===== src/rtl/otter_pipe_ctrl.sv =====
// Hazard, redirect and interrupt-entry sequencing for the 5-stage OTTER pipeline.
// Optional macro OTTER_FWD_EN adds forwarding selects and reduces the interlock to load-use.
module otter_pipe_ctrl #(
    parameter int DRAIN_CYCLES     = 3,
    parameter bit RF_WRITE_THROUGH = 1'b0
) (
    input  logic        CLK,
    input  logic        RESET,
    input  logic [4:0]  de_rs1_addr,
    input  logic [4:0]  de_rs2_addr,
    input  logic        de_rs1_used,
    input  logic        de_rs2_used,
    input  logic [4:0]  ex_rd_addr,
    input  logic [4:0]  mem_rd_addr,
    input  logic [4:0]  wb_rd_addr,
    input  logic        ex_regWrite,
    input  logic        mem_regWrite,
    input  logic        wb_regWrite,
    input  logic        ex_memRead2,
    input  logic        redirect,
    input  logic [31:0] redirect_pc,
    input  logic [31:0] if_pc,
    input  logic [31:0] de_pc,
    input  logic        de_valid,
    input  logic        INTR,
    input  logic        mie,
    output logic        pc_write,
    output logic        if_de_write,
    output logic        if_de_flush,
    output logic        de_ex_flush,
    output logic        int_taken,
    output logic [31:0] mepc_out,
    output logic        stall
`ifdef OTTER_FWD_EN
    ,
    output logic [1:0]  fwd_a_sel,
    output logic [1:0]  fwd_b_sel
`endif
);

    typedef enum logic [1:0] {RUN, DRAIN, TRAP} state_t;

    localparam logic [2:0] CNT_INIT = 3'(DRAIN_CYCLES - 1);
    localparam logic       WB_INTERLOCK = RF_WRITE_THROUGH ? 1'b0 : 1'b1;

    state_t      r_state;
    logic [2:0]  r_cnt;
    logic        r_int_pending;
    logic [31:0] r_resume_pc;

    logic [4:0]  w_rd [3];
    logic [2:0]  w_we;
    logic [2:0]  w_match;
    logic        w_hazard;
    logic        w_int_req;
    logic        w_enter;

    // Stage order: 0 = EX, 1 = MEM, 2 = WB.
    assign w_rd[0] = ex_rd_addr;
    assign w_rd[1] = mem_rd_addr;
    assign w_rd[2] = wb_rd_addr;
    assign w_we    = {wb_regWrite, mem_regWrite, ex_regWrite};

    genvar gi;
    generate
        for (gi = 0; gi < 3; gi++) begin : g_match
            assign w_match[gi] = w_we[gi] & (w_rd[gi] != 5'd0) &
                                 ((de_rs1_used & (de_rs1_addr == w_rd[gi])) |
                                  (de_rs2_used & (de_rs2_addr == w_rd[gi])));
        end
    endgenerate

`ifdef OTTER_FWD_EN
    assign w_hazard = de_valid & ex_memRead2 & w_match[0];

    // MEM holds the younger result, so it wins over WB.
    always_comb begin
        fwd_a_sel = 2'd0;
        fwd_b_sel = 2'd0;
        if (mem_regWrite && mem_rd_addr != 5'd0 && mem_rd_addr == de_rs1_addr)
            fwd_a_sel = 2'd1;
        else if (wb_regWrite && wb_rd_addr != 5'd0 && wb_rd_addr == de_rs1_addr)
            fwd_a_sel = 2'd2;
        if (mem_regWrite && mem_rd_addr != 5'd0 && mem_rd_addr == de_rs2_addr)
            fwd_b_sel = 2'd1;
        else if (wb_regWrite && wb_rd_addr != 5'd0 && wb_rd_addr == de_rs2_addr)
            fwd_b_sel = 2'd2;
    end
`else
    logic w_unused_load;
    assign w_unused_load = ex_memRead2;
    assign w_hazard = de_valid & (w_match[0] | w_match[1] | (w_match[2] & WB_INTERLOCK));
`endif

    // A request arriving this cycle may start draining immediately, giving DRAIN_CYCLES+1 latency.
    assign w_int_req = r_int_pending | (INTR & mie);
    assign w_enter   = (r_state == RUN) & w_int_req & ~redirect & ~w_hazard;

    always_ff @(posedge CLK) begin
        if (RESET) begin
            r_state       <= RUN;
            r_cnt         <= 3'd0;
            r_int_pending <= 1'b0;
            r_resume_pc   <= 32'd0;
        end else begin
            if (r_state == TRAP)
                r_int_pending <= 1'b0;
            else if (INTR && mie)
                r_int_pending <= 1'b1;

            case (r_state)
                RUN: begin
                    if (w_enter) begin
                        r_state     <= DRAIN;
                        r_cnt       <= CNT_INIT;
                        r_resume_pc <= de_valid ? de_pc : if_pc;
                    end
                end
                DRAIN: begin
                    // An older branch/jump still in EX decides where the program resumes.
                    if (redirect && r_cnt == CNT_INIT)
                        r_resume_pc <= redirect_pc;
                    if (r_cnt == 3'd0)
                        r_state <= TRAP;
                    else
                        r_cnt <= r_cnt - 3'd1;
                end
                TRAP: begin
                    r_state <= RUN;
                end
                default: begin
                    r_state <= RUN;
                end
            endcase
        end
    end

    always_comb begin
        pc_write    = 1'b1;
        if_de_write = 1'b1;
        if_de_flush = 1'b0;
        de_ex_flush = 1'b0;
        int_taken   = 1'b0;
        stall       = 1'b0;
        if (RESET) begin
            if_de_flush = 1'b1;
            de_ex_flush = 1'b1;
        end else begin
            case (r_state)
                RUN: begin
                    if (redirect) begin
                        if_de_flush = 1'b1;
                        de_ex_flush = 1'b1;
                    end else if (w_hazard) begin
                        pc_write    = 1'b0;
                        if_de_write = 1'b0;
                        de_ex_flush = 1'b1;
                        stall       = 1'b1;
                    end else if (w_int_req) begin
                        pc_write    = 1'b0;
                        if_de_flush = 1'b1;
                        de_ex_flush = 1'b1;
                    end
                end
                DRAIN: begin
                    pc_write    = 1'b0;
                    if_de_flush = 1'b1;
                    de_ex_flush = 1'b1;
                end
                TRAP: begin
                    int_taken   = 1'b1;
                    if_de_flush = 1'b1;
                    de_ex_flush = 1'b1;
                end
                default: begin
                    if_de_flush = 1'b1;
                    de_ex_flush = 1'b1;
                end
            endcase
        end
    end

    assign mepc_out = r_resume_pc;

endmodule

===== config.mk =====
export PLATFORM = sky130hd
export DESIGN_NAME = otter_pipe_ctrl
export DESIGN_NICKNAME = d
export VERILOG_FILES = /design/src/rtl/otter_pipe_ctrl.sv
export SDC_FILE = /design/constraint.sdc
export NUM_CORES = 1
export LEC_CHECK = 0
export ABC_CLOCK_PERIOD_IN_PS = 2400
export CORE_UTILIZATION = 36
export CTS_BUF_LIST = sky130_fd_sc_hd__clkbuf_16
export CTS_CLUSTER_SIZE = 30
export DETAILED_ROUTE_END_ITERATION = 16
export GPL_TIMING_DRIVEN = 0
export PLACE_DENSITY = 0.74
export REMOVE_ABC_BUFFERS = 1
export SLEW_MARGIN = 20
export SYNTH_ARGS = -nofsm -noshare
export SYNTH_HDL_FRONTEND = slang
export SYNTH_SLANG_ARGS = --single-unit
export TNS_END_PERCENT = 50

===== constraint.sdc =====
create_clock -name CLK -period 2.4 [get_ports CLK]
set_input_delay 0.24 -clock CLK [delete_from_list [all_inputs] [get_ports CLK]]
set_output_delay 0.24 -clock CLK [all_outputs]
set_load 0.1 [all_outputs]

==> impl_metrics.tcl <==
set metrics [dict create \
    status "complete, no violations" \
    hold_viol 0 \
    setup_violations 0 \
    die_h_microns 96.48 \
    cp.buffers_inverters 3 \
    cts_buffers 5 \
    drv_slew 0 \
    crit_chain "buf_8 -> or4_4 -> o21a_1 -> a222oi_1 -> buf_4 -> o21ai_2 -> a21oi_2 -> or3_4 -> buf_12" \
    relSlewSlack_pct 31.80 \
    dieWidth_microns 96.48 \
    required_ns 2.16 \
    via_per_inst 5.297 \
    synth-seq-cells 38 \
    finClkSkew_ns 0.002751 \
    fin_nets 621 \
    cts.sinks 38 \
    overflow 0 \
    r2r_start "r_state[0]" \
    clkTransAtPathRegs_ns 0.05 \
    syn_to_final_growth_pct 58.29 \
    ys.warnings.count 0 \
    power.net_switching_uw 867.7 \
    power_frac_clock_pct 25.6 \
    drcViolationCount 0 \
    stdcell_area_sq_um 5086 \
    dr.pass1.iters 6 \
    worst-setup-path-type "primary input to output port" \
    rows 34 \
    worstReg2RegEnd "mepc_out[21]" \
    slowest_stage "or4_4" \
    wl_per_cell_microns 16.51 \
    diodes 0 \
    crit_family "compound AO/OA/AOI/OAI gates" \
    grt_usage_pct 20.82 \
    antenna_found_initial 0 \
    core_area_sq_um 8678 \
    period_share_pct 97.74 \
    power-per-cell-area_nw_per_um2 461.0 \
    grt_pass1_vias 3097 \
    whs_path_depth 2 \
    clock_path_buffers 2 \
    cp_max_fo 4 \
    ir_drop_mv 0.2411 \
    grt_max_degree 68 \
    cts_tree "built" \
    syn_area_per_cell_sq_um 10.04 \
    initial_utilization_pct 37.02 \
    placedCellCount 576 \
    critPathCaptureType "output port" \
    post-route-util_pct 58.61 \
    hold_ws_ns 0.4553 \
    instances_no_fill 592 \
    worstPathArrival_ns 2.11 \
    setup_slack_ns 0.05415 \
    p_sw_share_pct 37.01 \
    place_area_sq_um 4855 \
    yosys.cell_types.count 39 \
    max_freq_ghz 0.4263 \
    yosysSeqAreaShare_pct 23.68 \
    layout_common_cells "clkdlybuf4s50_1, nand2_1, dfxtp_1, mux2i_1, a21oi_2" \
    worst_pin_slew_ns 1.020 \
    rsz0062_at_grt "yes" \
    max_stage_delay_ns 0.51 \
    vias 3136 \
    holdCritStartpoint "mepc_out[5]" \
    fin_setup_tns_ns 0 \
    syn_inst 320 \
    final_common_cell "clkdlybuf4s50_1" \
    port_buffers 169 \
    syn-cell-area_sq_um 3213 \
    holdPathEnd "mepc_out[5]" \
    p_int_mw 1.477 \
    hold_class "register to register" \
    clk_latency_ns 0.27 \
    dpl.hpwl_microns 7146 \
    cts-root-buf "clkbuf_16" \
    p_seq_share_pct 29.9 \
    r2r_setup_slack_ns 0.23 \
    power_mw 2.345 \
    p_leak_nw 1.832 \
    pwr-share-comb_pct 44.5 \
    drive_gt1_share_pct 28.72 \
    routed_wl_microns 9776 \
    drt_iter0_drc 65 \
    gp_routability_congestion 0.7448 \
    antenna_left 0 \
    htree_levels 2 \
    drv_cap 0 \
    grt_first_pass_wirelength_microns 14900 \
    pre_cts_ws_ns -1.680 \
    dieArea_sq_um 9307 \
    period_needed_ns 2.346 \
    critPathLaunchType "primary input" \
    io_pins 171 \
    r2r_cells 7 \
]
final cells by class:
type | count | area (sq um)
Timing Repair Buffer | 186 | 1866
Inverter | 5 | 18.77
Clock buffer | 5 | 125.1
Fill cell | 785 | 3592
Tap cell | 108 | 135.1
Clock inverter | 1 | 3.754
Sequential cell | 38 | 760.7
Multi-Input combinational cell | 249 | 2177
worst max path at each step:
stage,slack [ns],cells past startpoint,endpoint,start
6_report,0.05,9,pc_write,ex_rd_addr[1]
5_1_grt,-0.03,9,pc_write,ex_rd_addr[1]
4_1_cts,-0.03,9,pc_write,wb_rd_addr[2]
3_5_place_dp,-1.68,8,pc_write,ex_rd_addr[1]
3_3_place_gp,-4.52,4,mepc_out[22],r_state[0]
2_1_floorplan,-2.75,4,mepc_out[22],r_state[0]
cell usage after synthesis (all sizes together):
cell type	number	area share, %
mux2i	32	10
inv	5	0.58
buf	10	3.9
a221o	1	0.31
o41ai	1	0.27
clkbuf	18	6.0
nand4b	1	0.27
nor2	1	0.12
nand2b	1	0.19
xnor2	30	8.2
or3	2	0.39
nor4	2	0.39
nand4	6	1.2
or2b	1	0.27
o22ai	3	0.58
dlygate4sd3	1	0.31
o21a	4	1.2
nand3	33	9.0
or4	3	0.70
a21oi	36	9.1
nand2	43	5.0
o211ai	2	0.47
nor2b	3	0.58
ha	3	1.2
dfxtp	38	24
nor3	3	0.47
o31ai	1	0.23
o221ai	32	15
o21ai	3	0.58
a222oi	1	0.31
state kept, by name, indices dropped and copies added (netlist names):
signal,count
r_state,2
r_int_pending,1
mepc_out,32
r_cnt,3
routing by layer:
metal  part of all wire [%]  track usage (%)  wire length (microns)
met1                     40            22.55                   3895
met2                     49            39.32                   4821
met3                    9.2            5.634                    903
met4                    1.6            5.760                    155
met5                      0                0                      0
worst register-to-register path: stages (launching register included):
cell and delay (ns):
dfxtp_1 0.44, or2b_4 0.56, nor3_4 0.24, buf_4 0.21, buf_6 0.17, buf_4 0.20
o221ai_2 0.13, a21oi_2 0.16
timing repair:
action	4_1_cts	5_1_grt
buffers inserted	8	1
gates resized for setup	73	32
cloned	1	0
pin swaps	6	7
hold buffers	0	0
endpoints found under the setup margin	42	38
power by group through the flow:
stage	clock [mW]	sequential [mW]	combinational, mW
6_report	0.600	0.702	1.04
5_1_grt	0.650	0.707	1.10
4_1_cts	0.619	0.702	1.05
3_5_place_dp	0	0.714	1.02
3_3_place_gp	0	0.713	0.989
2_1_floorplan	0	0.973	0.328
logic make-up (layout without fill, tap and decap cells):
group | after synthesis | in the layout | share of synthesized area, %
DFF | 38 | 38 | 23.68
adders and majority gates | 3 | 3 | 1.168
muxes | 32 | 32 | 9.969
buffers and inverters | 34 | 197 | 10.79
xor gates and xnor gates | 30 | 30 | 8.178
AOI/OAI and AO/OA | 84 | 85 | 27.61
and+or+nand+nor | 99 | 99 | 18.61
Note: power is estimated with default switching activity, not from simulation.
